## config.mk

```make
export PLATFORM = sky130hd
export DESIGN_NAME = booth_r4_control
export DESIGN_NICKNAME = d
export VERILOG_FILES = /design/src/rtl/booth_r4_control.sv
export SDC_FILE = /design/constraint.sdc
export NUM_CORES = 1
export LEC_CHECK = 0
export ABC_AREA = 1
export BUFFER_PORTS_ARGS = -buffer_cell sky130_fd_sc_hd__buf_2
export CAP_MARGIN = 10
export CORE_AREA = 8 8 45 47
export CTS_BUF_LIST = sky130_fd_sc_hd__clkbuf_4 sky130_fd_sc_hd__clkbuf_8 sky130_fd_sc_hd__clkbuf_16
export DETAILED_ROUTE_END_ITERATION = 6
export DIE_AREA = 0 0 53 55
export PLACE_DENSITY_LB_ADDON = 0.15
export SLEW_MARGIN = 5
export SYNTH_ARGS = -nofsm -noshare
export SYNTH_HDL_FRONTEND = slang
export SYNTH_SLANG_ARGS = --single-unit
```

## constraint.sdc

```tcl
create_clock -name clk -period 1.1 [get_ports clk]
set_clock_uncertainty 0.05 [all_clocks]
set_input_delay 0 -clock clk [delete_from_list [all_inputs] [get_ports clk]]
set_output_delay 0 -clock clk [all_outputs]
set_load 0.05 [all_outputs]
```

## src/rtl/booth_r4_control.sv

```systemverilog
// -----------------------------------------------------------------------------
// booth_r4_control
//
// Sequencer for the radix-4 Booth multiplier datapath. It runs one
// multiplication for each accepted start request. The datapath contains the
// accumulator A, the multiplicand M and 2M, the multiplier Q, the q_1 flop and
// the adder/subtractor. Each OPER step decodes the Booth digit from
// {q1, q0, q_1}, and each SHIFT step moves A:Q right by two bits.
//
// Parameters
//   ITER       number of radix-4 iterations (operand width / 2)
//
// Ports
//   clk        rising-edge clock
//   reset      synchronous reset, active high
//   start      begins a multiplication; only looked at in IDLE
//   q1, q0     Q[1], Q[0] from the datapath
//   q_1        previous Q[1] from the datapath
//   reset_dp   clears every datapath register (also follows reset)
//   carga_qm   loads Q and M/2M from the operand inputs
//   carga_a    loads A with the adder/subtractor result
//   mux_selec  adder operand select: 1 = 2M, 0 = M
//   resta      1 = A - operand, 0 = A + operand
//   desplaza   2-bit arithmetic right shift of A:Q, with Q[1] moved into q_1
//   ocupado    high whenever the sequencer is not in IDLE
//   fin        one-cycle pulse; the product is valid on the datapath result
// -----------------------------------------------------------------------------
module booth_r4_control #(
  parameter int ITER = 2
) (
  input  logic clk,
  input  logic reset,
  input  logic start,
  input  logic q1,
  input  logic q0,
  input  logic q_1,
  output logic reset_dp,
  output logic carga_qm,
  output logic carga_a,
  output logic mux_selec,
  output logic resta,
  output logic desplaza,
  output logic ocupado,
  output logic fin
);

  localparam int CW = (ITER > 1) ? $clog2(ITER) : 1;
  localparam logic [CW-1:0] CNT_LAST = CW'(ITER - 1);
  localparam logic [CW-1:0] CNT_ONE  = CW'(1);

  typedef enum logic [2:0] {
    IDLE  = 3'd0,
    CLR   = 3'd1,
    LOAD  = 3'd2,
    OPER  = 3'd3,
    SHIFT = 3'd4,
    DONE  = 3'd5
  } state_t;

  state_t        state_reg, state_next;
  logic [CW-1:0] cnt_reg, cnt_next;
  logic          clr_strobe;

  always_ff @(posedge clk) begin
    if (reset) begin
      state_reg <= IDLE;
      cnt_reg   <= '0;
    end else begin
      state_reg <= state_next;
      cnt_reg   <= cnt_next;
    end
  end

  // The datapath clear also follows the controller reset. The datapath is
  // then known to be clean even if it shares no reset with this block.
  assign reset_dp = reset | clr_strobe;

  always_comb begin
    state_next = state_reg;
    cnt_next   = cnt_reg;
    clr_strobe = 1'b0;
    carga_qm   = 1'b0;
    carga_a    = 1'b0;
    mux_selec  = 1'b0;
    resta      = 1'b0;
    desplaza   = 1'b0;
    ocupado    = 1'b0;
    fin        = 1'b0;

    // While reset is held, the registered state may still hold an old value.
    // Gate all strobes so that the datapath sees only reset_dp during that cycle.
    if (!reset) begin
      case (state_reg)
        IDLE: begin
          if (start) state_next = CLR;
        end

        CLR: begin
          ocupado    = 1'b1;
          clr_strobe = 1'b1;
          cnt_next   = '0;
          state_next = LOAD;
        end

        LOAD: begin
          ocupado    = 1'b1;
          carga_qm   = 1'b1;
          state_next = OPER;
        end

        OPER: begin
          ocupado    = 1'b1;
          state_next = SHIFT;
          // Booth digit d = -2*q1 + q0 + q_1, with d in {-2..+2}.
          // carga_a marks d != 0, mux_selec marks |d| = 2 and resta marks d < 0.
          case ({q1, q0, q_1})
            3'b001, 3'b010: begin
              carga_a = 1'b1;
            end
            3'b011: begin
              carga_a   = 1'b1;
              mux_selec = 1'b1;
            end
            3'b100: begin
              carga_a   = 1'b1;
              mux_selec = 1'b1;
              resta     = 1'b1;
            end
            3'b101, 3'b110: begin
              carga_a = 1'b1;
              resta   = 1'b1;
            end
            default: begin
              // d = 0: A is left unchanged.
            end
          endcase
        end

        SHIFT: begin
          ocupado  = 1'b1;
          desplaza = 1'b1;
          if (cnt_reg == CNT_LAST) begin
            state_next = DONE;
          end else begin
            cnt_next   = cnt_reg + CNT_ONE;
            state_next = OPER;
          end
        end

        DONE: begin
          // The datapath is not touched here, so the result holds until the
          // next CLR.
          ocupado    = 1'b1;
          fin        = 1'b1;
          state_next = IDLE;
        end

        default: begin
          state_next = IDLE;
        end
      endcase
    end
  end

endmodule

```

---- Yosys cells after proc, flatten, opt, wreduce, memory -nomap -nowiden ----
Cells that the tools add are included.
word-level totals
  bits of input ports ..................... 6
  output and inout port bits .............. 8
  bits in registers ....................... 4
operators by class
  add/sub/neg operators ................... 1
  bitwise operators ....................... 1
  muxes and demuxes ....................... 24
  reduce and logical (&&, ||, !) cells .... 6
  equal/unequal tests ..................... 12
operator list
  kind                                                                   number
  1-bit 2-to-1 mux                                                       20
  3-bit equality test, second input constant                             5
  3-bit case mux with 5 select lines                                     1
  3-bit by 2-bit equality test with 1-bit output, second input constant  4
  3-bit by 1-bit equality test with 1-bit output, second input constant  2
  3-bit 2-to-1 mux                                                       2
  6-bit OR reduction                                                     1
  5-bit OR reduction                                                     1
  3-bit logical NOT                                                      1
  3-bit OR reduction                                                     1
  2-bit != test, second input constant                                   1
  1-bit case mux with 2 select lines                                     1
  2-bit nonzero test                                                     1
  2-bit OR reduction                                                     1
  1-bit adder, second input constant                                     1
  1-bit bitwise OR                                                       1

---- Longest topological paths before layout ----
  depth after elaboration ................. 5
  depth in mapped cells ................... 5

---- Least setup slack after synthesis ----
Ideal clock, no wire load.
  path type ............................... reg-to-output
  start point ............................. register state_reg[2]
  end point ............................... output fin
  stages on the path, launching flop included .. 3
  data arrival time ....................... 1.946 ns
  path buffers ............................ 0
  setup slack ............................. -0.896 ns
  cell sequence ........................... dfxtp_1 inv_2 nor4_1
between the ends
  word-level cells in the longest chain between the ends .. 3
ends and longest elaborated chain
  what                      RTL line  text
  start: declaration        60        state_t state_reg, state_next;
  start signal: assignment  69        state_reg <= state_next;
  3-bit equality test       93        case (state_reg)
  1-bit 2-to-1 mux          93
  1-bit 2-to-1 mux          92        if (!reset) begin
  end: declaration          44        output logic fin
Every way passes these cells.

---- Worst setup path in the final report ----
  start point ............................. register state_reg[1]
  end point ............................... output fin
Same word-level chain as after synthesis.

==> results.md <==
* Run status: complete, but fails checks
* Violations in the final reports: setup timing
* DR vias at 366
* Synth Area in Compound Gates at between 5 and 6%
* Critical Path AT at approximately 1200 ps
* Clk pin slew, worst setup/hold paths at ~30 ps
* P&R area growth vs syn at 129.0%
* Synth top area share at roughly 29%
* Critical path type: reg -> out
* Post-Synth Simple-Gate Area at between 50% and 60%
* Total grt overflow at 0
* Met1 usage at 6.667%
* Fillcell total at ~140
* R2R cell count at 5
* Mapped Area at between 200 and 300 um^2
* Fin. Hold Viols at 0
* Antenna viol nets, final at 0
* Final setup TNS at -511.5 ps
* Die height at roughly 55 um
* TritonCTS clock tree: done
* WP data required at between 1000 and 1500 ps
* Clock root cell: clkbuf_4
* Routability Congestion at 0.7530
* Worst Tran Pin Value at 209.3 ps
* Sink Count at 4
* Ant diodes at 0
* Number of distinct library cells after synthesis at 14
* Total CTS buffers at 3
* Hold Crit Depth at 3
* Overall Power at 628.6 uW
* Io pins at 14
* Warnings, synthesis at 0
* Post-synthesis mux area share at 0%
* Hpwl dp at ~670 um
* Largest net degree at the start of global routing at 6
* Ratio of cells with drive above 1 in the final layout at about two thirds
* FF+latch count, synth at 4
* Antenna violations before repair at 0
* Hold worst-path end: state_reg[1]
* Row cnt at 14
* GR Util met3 at 3.743%
* FMAX at 813.6 MHz
* Placed cells at 80
* Top Usage Layer GRT: met2
* Vias in the first global route at ~380
* Clk_lat worst skew at ~230 ps
* Leakage at 0.0002856 uW
* Drt pass-1 iters at 4
* # setup viols final at 7
* Synth Area per Inst at ~5.8 um^2
* Register area share after synthesis at about 30%
* GRT Util Overall at 6.932%
* Via density at about 4
* Hold path start: reset
* Post-DR wirelength/cell at between 10 and 15 um
* Xor/xnor cell area share of the yosys netlist at 0%
* Reg-to-reg slack, setup at 30 ps
* Placeable Area at 1384 um^2
* Reg2Reg Launch Point: state_reg[0]
* Area leader, netlist: dfxtp_1
* Final core utilization at 44.94%
* Synth Net Count at between 50 and 60
* Setup crit start kind: register
* Layout Nets at between 80 and 90
* Cell count after synthesis at 47
* H-Tree Level Count at 1
* Setup WS pre-CTS at 9.465 ps
* Power per cell area at approximately 1000 nW/um^2
* Die area at about 2900 um^2
* Adder-cell share of the synthesized area at 0%
* Worst Path Max Fanout at 4
* Die width at about 53 um
* Minimum clock period at roughly 1200 ps
* Total of max-cap violations at 0
* Slew headroom at a little under nine tenths
* Worst setup margin at -129.1 ps
* Initial core utilization at between 10% and 20%
* R2R Path End: state_reg[0]
* Most used cell, CP: buf_6
* Tcrit/Tclk final at 111.7%
* Final WL at slightly above 900 um
* Worst stage delay on the critical path at ~350 ps
* Crit path cell chain: buf_6, nor4_4, buf_6
* Post-route non-filler standard cell count at between 80 and 90
* Slowest cell on crit path: dfxtp_4
* Peak supply drop at approximately 500 uV
* DRC errors left at 0
* First-pass GRT wire length at 1.497 mm
* Max-slew violations at 0
* Worst hold path type: in -> reg
* GR Util met2 at a little under an eighth
* Iter 0 DRT Violations at 4
* CTS max path bufs at 2
* Most frequent cells in the layout: 9 x nand2_1, 9 x buf_6, 6 x buf_4
* RSZ-0062 raised after global routing: true
* Largest family of logic cells by synthesized area: simple AND/OR/NAND/NOR gates
* Max reg flops at 3
* Area contributors post-synth: dfxtp_1 29%, nand2_1 18%, nor2_1 12%
* Worst setup EP type: primary output
* Buffers added on ports at 13
-- logic make-up (layout without fill, tap and decap cells) --
kind of cell,count (synthesis),count (layout)
and+or+nand+nor,33,33
AOI/OAI and AO/OA,3,3
buffers and inverters,7,33
DFF,4,4
-- worst max-delay path: cells and delay by family, from the launching register on --
family / cells / cell delay, ps
buffers and inverters: 2 / 320
DFF: 1 / 350
and+or+nand+nor: 1 / 270
-- metal layers --
| metal | part of all wire, % | routed length [um] |
|---|---|---|
| met1 | 41 | 369 |
| met4 | 0 | 0 |
| met2 | 50 | 455 |
| met3 | 8.8 | 80 |
| met5 | 0 | 0 |
-- area by class of cell --
| class | instances | area [um^2] | area share, % |
|---|---|---|---|
| Multi-Input combinational cell | 36 | 239.0 | 38.43 |
| Clock buffer | 3 | 22.52 | 3.622 |
| Sequential cell | 4 | 88.84 | 14.29 |
| Inverter | 6 | 25.02 | 4.024 |
| Tap cell | 16 | 20.02 | 3.219 |
| Timing Repair Buffer | 24 | 226.5 | 36.42 |
-- cells in the mapped netlist (all sizes together) --
cell   number
o21ai       2
inv         6
dfxtp       4
or2         1
nand2      13
buf         1
nor2       11
nor4        1
a21oi       1
nand4       1
nand3       6
-- how the worst max path moves through the flow --
stage,startpoint,slack (ps),depth (start not counted),to
after floorplan,state_reg[1],-50,4,carga_a
after global placement,state_reg[1],6,3,fin
after detailed placement,state_reg[1],9,3,fin
after CTS,state_reg[2],-140,6,carga_a
after global routing,state_reg[2],-170,4,fin
final,state_reg[1],-130,3,fin
-- timing repair --
| item | in CTS | in global routing |
|---|---|---|
| resized for setup | 27 | 14 |
| setup buffers | 4 | 1 |
| setup endpoints to repair | 8 | 9 |
| hold endpoints to repair | 1 | 0 |
| hold buffers | 1 | 0 |
| pin swaps | 6 | 8 |
-- where the power goes --
| group | switching [uW] | internal (uW) |
|---|---|---|
| sequential | 18.9 | 159 |
| clock | 54.9 | 122 |
| combinational | 151 | 122 |
| total | 225 | 404 |
-- stage by stage --
stage               instance area [um^2]  hold slack, ps
finish                             621.8           179.3
global route                       621.8           198.2
CTS                                564.3           157.6
detailed placement                 424.2           229.5
global placement                   424.2           228.8
floorplan                          306.5           112.6
Note: power is estimated with default switching activity, not from simulation.
